File: config.mk
export PLATFORM = sky130hd
export DESIGN_NAME = change_dispenser
export DESIGN_NICKNAME = d
export VERILOG_FILES = /design/src/rtl/change_pkg.sv /design/src/rtl/coin_selector.sv /design/src/rtl/change_dispenser.sv
export SDC_FILE = /design/constraint.sdc
export NUM_CORES = 1
export LEC_CHECK = 0
export CAP_MARGIN = 10
export CORE_ASPECT_RATIO = 2
export CORE_MARGIN = 2
export CORE_UTILIZATION = 40
export CTS_CLUSTER_SIZE = 40
export DETAILED_ROUTE_END_ITERATION = 8
export PLACE_DENSITY_LB_ADDON = 0.3
export SLEW_MARGIN = 10
export SYNTH_ARGS = -nofsm -noshare
export SYNTH_HDL_FRONTEND = slang
export SYNTH_SLANG_ARGS = --single-unit
export TNS_END_PERCENT = 50
File: constraint.sdc
create_clock -name clk -period 6.4 [get_ports clk]
set_clock_uncertainty 0.2 [all_clocks]
set_input_delay 1.28 -clock clk [delete_from_list [all_inputs] [get_ports clk]]
set_output_delay 1.28 -clock clk [all_outputs]
set_load 0.1 [all_outputs]
File: src/rtl/change_pkg.sv
// Shared definitions for the change dispenser: coin codes, coin values in cents,
// and the payout state encoding.
package change_pkg;

   typedef enum logic [1:0] {
      COIN_NICKEL  = 2'd0,
      COIN_DIME    = 2'd1,
      COIN_QUARTER = 2'd2,
      COIN_DOLLAR  = 2'd3
   } coin_t;

   localparam logic [15:0] VAL_NICKEL  = 16'd5;
   localparam logic [15:0] VAL_DIME    = 16'd10;
   localparam logic [15:0] VAL_QUARTER = 16'd25;
   localparam logic [15:0] VAL_DOLLAR  = 16'd100;

   typedef enum logic [2:0] {
      ST_IDLE    = 3'd0,
      ST_SELECT  = 3'd1,
      ST_PRESENT = 3'd2,
      ST_GAP     = 3'd3,
      ST_FINISH  = 3'd4,
      ST_FAULT   = 3'd5
   } state_t;

endpackage

File: src/rtl/coin_selector.sv
// Greedy coin choice: the largest coin that does not exceed the amount still owed.
module coin_selector
   import change_pkg::*;
(
   input  logic [15:0] i_remaining,
   output coin_t       o_coinType,
   output logic [15:0] o_coinValue,
   output logic        o_noneFits
);

   always_comb begin
      o_coinType  = COIN_NICKEL;
      o_coinValue = VAL_NICKEL;
      o_noneFits  = 1'b0;
      if (i_remaining >= VAL_DOLLAR) begin
         o_coinType  = COIN_DOLLAR;
         o_coinValue = VAL_DOLLAR;
      end else if (i_remaining >= VAL_QUARTER) begin
         o_coinType  = COIN_QUARTER;
         o_coinValue = VAL_QUARTER;
      end else if (i_remaining >= VAL_DIME) begin
         o_coinType  = COIN_DIME;
         o_coinValue = VAL_DIME;
      end else if (i_remaining < VAL_NICKEL) begin
         o_coinValue = 16'd0;
         o_noneFits  = 1'b1;
      end
   end

endmodule

File: src/rtl/change_dispenser.sv
// Pays out a change amount one coin at a time to a hopper over a valid/ack
// handshake, reporting completion, unpayable residual and hopper timeouts.
module change_dispenser
   import change_pkg::*;
#(
   parameter int ACK_TIMEOUT = 64,
   parameter int CNT_W       = 8
) (
   input  logic             clk,
   input  logic             reset,
   input  logic [15:0]      change_in,
   input  logic             start,
   input  logic             coin_ack,
   output logic             coin_valid,
   output logic [1:0]       coin_type,
   output logic             busy,
   output logic             done,
   output logic             short_pay,
   output logic [15:0]      remaining,
   output logic [CNT_W-1:0] coin_count,
   output logic             fault
);

   localparam int TMR_W = $clog2(ACK_TIMEOUT + 1);

   state_t             r_state;
   coin_t              r_coinType;
   logic [15:0]        r_coinValue;
   logic [15:0]        r_remaining;
   logic [CNT_W-1:0]   r_coinCount;
   logic [TMR_W-1:0]   r_timer;
   logic               r_coinValid;
   logic               r_busy;
   logic               r_done;
   logic               r_shortPay;
   logic               r_fault;

   coin_t              w_selType;
   logic [15:0]        w_selValue;
   logic               w_noneFits;

   coin_selector u_selector (
      .i_remaining (r_remaining),
      .o_coinType  (w_selType),
      .o_coinValue (w_selValue),
      .o_noneFits  (w_noneFits)
   );

   always_ff @(posedge clk or negedge reset) begin
      if (!reset) begin
         r_state     <= ST_IDLE;
         r_coinType  <= COIN_NICKEL;
         r_coinValue <= '0;
         r_remaining <= '0;
         r_coinCount <= '0;
         r_timer     <= '0;
         r_coinValid <= 1'b0;
         r_busy      <= 1'b0;
         r_done      <= 1'b0;
         r_shortPay  <= 1'b0;
         r_fault     <= 1'b0;
      end else begin
         case (r_state)
            ST_IDLE: begin
               if (start) begin
                  r_remaining <= change_in;
                  r_coinCount <= '0;
                  r_shortPay  <= 1'b0;
                  r_busy      <= 1'b1;
                  r_state     <= ST_SELECT;
               end
            end
            ST_SELECT: begin
               if (w_noneFits) begin
                  r_done     <= 1'b1;
                  r_busy     <= 1'b0;
                  r_shortPay <= (r_remaining != 16'd0);
                  r_state    <= ST_FINISH;
               end else begin
                  r_coinType  <= w_selType;
                  r_coinValue <= w_selValue;
                  r_coinValid <= 1'b1;
                  r_timer     <= '0;
                  r_state     <= ST_PRESENT;
               end
            end
            ST_PRESENT: begin
               // The selected coin never exceeds the amount owed, so no underflow here.
               if (r_coinValid && coin_ack) begin
                  r_remaining <= r_remaining - r_coinValue;
                  if (r_coinCount != '1)
                     r_coinCount <= r_coinCount + 1'b1;
                  r_timer     <= '0;
                  r_coinValid <= 1'b0;
                  r_state     <= ST_GAP;
               end else if (r_timer == TMR_W'(ACK_TIMEOUT - 1)) begin
                  r_coinValid <= 1'b0;
                  r_fault     <= 1'b1;
                  r_state     <= ST_FAULT;
               end else begin
                  r_timer <= r_timer + 1'b1;
               end
            end
            ST_GAP: begin
               r_state <= ST_SELECT;
            end
            ST_FINISH: begin
               r_done  <= 1'b0;
               r_state <= ST_IDLE;
            end
            ST_FAULT: begin
               r_state <= ST_FAULT;
            end
            default: begin
               r_state <= ST_IDLE;
            end
         endcase
      end
   end

   assign coin_valid = r_coinValid;
   assign coin_type  = r_coinType;
   assign busy       = r_busy;
   assign done       = r_done;
   assign short_pay  = r_shortPay;
   assign remaining  = r_remaining;
   assign coin_count = r_coinCount;
   assign fault      = r_fault;

endmodule

==> impl_metrics.toml <==
[run_status]
outcome = "completed"

[route]
routed_wl_um = 7800
vias_per_cell = 5.81
drt_iter0_drc = 98
final_antenna_net_count = 0
wl_per_cell_um = 16.9
vias = 2685
drc = 0
firstDrtPassIters = 6

[synth]
yosysTopAreaCellShare_pct = 40.0
syn_area_mm2 = 0.00294
synth.area.top_cells = "dfrtp_1 (40%), ha_1 (3.8%), nand2_1 (3.6%)"
ys_warn_count = 0
synthTopCellsByCount = "dfrtp_1 (47), nand2_1 (28), nor2_1 (19)"
synth-edff-count = 0
syn-num-nets = 353
yosysMostFrequentCell = "dfrtp_1"
synth_cells = 323
ys_ff_latch = 47
synth.largest_area_cell = "dfrtp_1"
synthArstFlopShare_pct = 100
synth.distinct_cells = 65
synth_seq_area_share_pct = 40.0
syn_avg_cell_area_um2 = 9.10
synth_top_flop_cell = "dfrtp_1"

[hold_path]
hold_start = "fault"
hold_end = "fault"
hp-class = "reg2reg"
hold-path-cell-count = 1

[floorplan]
dieHeight_um = 125
coreArea_mm2 = 0.00721
start_util_pct = 40.7
design.die.area_mm2 = 0.00809
rows = 44
pin_count = 51
die_x_um = 64.6

[timing]
relSlewSlack_pct = 34.0
fin_ws_ps = 2720
setup_viol = 0
fmax_mhz = 272
final_hold_viol_count = 0
tns_ps = 0
post-route-min-period_ps = 3680
rsz0062_at_grt = "false"
tightest_slew_ps = 987
finalMaxSlewViolations = 0
fin_crit_sh_pct = 57.5

[worst_setup_path]
r2r-end = "remaining[12]"
cp-end-kind = "register"
reg2reg_from = "r_state[1]"
worstSetupPathType = "in2reg"
cp.arrival_ps = 3630
r2r_slack_ps = 3660
crit_fanout = 27
crit_required_ps = 6350
cp.buffers_inverters = 1
critical_path.slowest_cell = "nor4b_4"
cp-start-kind = "input pin"
cp_cell_sequence = "clkdlybuf4s50_1 -> nor4b_4 -> mux2i_4 -> or3_1 -> o21ai_1 -> a211oi_2"
cp_slowest_stage_delay_ps = 800
reg2reg_depth = 5
crit_family = "simple AND/OR/NAND/NOR gates"

[cts]
post_cts_buffers = 0
clockBufferDepth = 2
hold_buffers = 0
cts_buffers = 5
cts_tree = "done"
cts_resized = 0
insertion_delay_ps = 300
htreeDepth = 2
cts.sinks = 47
cts_root_buf = "clkbuf_16"
clk_pin_slew_ps = 70

[finish]
syn_to_final_growth_pct = 24.1
nets = 399
final_layout_size_suffix_gt1_share_pct = 7.57
final_cells = 462
fillers = 689
multi_input_area_mm2 = 0.00163
antenna_cells = 0
post-route-util_pct = 50.6
stdcell_area_mm2 = 0.00365
regArea_mm2 = 0.00118

[global_routing]
antenna_found_initial = 0
grt_pass1_vias = 2743
met1_usage_pct = 23.2
use_met3_pct = 3.51
grt.total_usage_pct = 20.6
grt_pass1_wl_um = 13100
grt_use_met2_pct = 37.3
grt_start_max_net_pins = 48
busiest_layer = "met2"
grt_overflow = 0

[place]
dp.cells = 454
dp_hpwl_um = 5620
gp_congestion = 0.816
pre_cts_ws_ps = 2360
port_buffers = 50
placed_area_mm2 = 0.00349

[power]
cellLeakagePower_uw = 0.00148
vdd_drop_max_uv = 326
power_density_mw_per_mm2 = 568
power.share.clock_pct = 13.7
switching_share_pct = 56.0
intPower_uw = 912
p_seq_share_pct = 25.5
p_comb_share_pct = 60.8
power_switching_uw = 1160

[run]
maxCapViolations = 0
metrics by stage:
step,total power (µW),hold WS [ps]
final,2070,263
after floorplan,1500,250
after global placement,1780,241
after detailed placement,1800,253
after CTS,2080,268
after global routing,2190,279
metal layers:
layer  vias to the layer above  wire [µm]
met5                         -          0
met4                         0        151
met3                        12        300
met2                        71       4380
met1                      1309       2970
li1                       1293          -
area by class of cell:
| cell class | count | share of cell area [%] |
|---|---|---|
| clock buffers | 8 | 4.29 |
| inverters | 14 | 1.44 |
| multi-input cells | 248 | 44.6 |
| flip-flops and latches | 47 | 32.3 |
| well taps | 92 | 3.16 |
| repair buffers | 53 | 14.2 |
how the worst max path moves through the flow:
| stage | startpoint | cells after the start | endpoint | slack [ps] |
|---|---|---|---|---|
| 3_3_place_gp | start | 6 | remaining[12] | 2440 |
| 2_1_floorplan | remaining[0] | 8 | remaining[10] | 3460 |
| 5_1_grt | start | 6 | coin_count[3] | 2510 |
| 4_1_cts | start | 6 | remaining[12] | 2690 |
| 6_report | start | 6 | remaining[12] | 2720 |
| 3_5_place_dp | start | 6 | remaining[12] | 2360 |
registers in the layout, summed over array words and instances, names as in the netlist:
signal / flops
coin_type: 2
r_state: 3
busy: 1
remaining: 16
coin_valid: 1
r_timer: 7
done: 1
fault: 1
r_coinValue: 6
short_pay: 1
coin_count: 8
placed cells by master, fill, tap and decap left out, drive strengths merged, types with 4 or more instances in the layout:
cell / netlist / final
or3: 6 / 6
dfrtp: 47 / 47
or2: 6 / 6
o21ai: 28 / 28
o31ai: 4 / 4
and3: 10 / 10
nor2b: 4 / 4
nor2: 20 / 20
clkbuf: 8 / 8
nor3: 18 / 18
nand4: 6 / 6
nand3: 13 / 13
nand2: 29 / 29
buf: 6 / 4
clkdlybuf4s50: 0 / 49
inv: 14 / 14
a21oi: 16 / 16
nor4: 6 / 6
a211oi: 11 / 11
xnor2: 6 / 6
ha: 9 / 9
power groups by stage:
| stage | clock, µW | combinational [µW] | sequential, µW |
|---|---|---|---|
| 2_1_floorplan | 0 | 545 | 954 |
| 3_3_place_gp | 0 | 1250 | 529 |
| 3_5_place_dp | 0 | 1260 | 533 |
| 4_1_cts | 288 | 1260 | 528 |
| 5_1_grt | 300 | 1340 | 547 |
| 6_report | 283 | 1260 | 529 |
cell families (layout without fill, tap and decap cells):
family	count (synthesis)	count (layout)	share of synthesized area (%)
AND/OR/NAND/NOR	133	133	24.6
AO/OA/AOI/OAI	94	94	22.1
flip-flops	47	47	40.0
buffers and inverters	28	75	4.73
adder cells (fa/ha/maj)	10	10	4.51
XOR/XNOR	7	7	2.09
multiplexers	4	4	1.96
(Power assumes the default switching activity.)
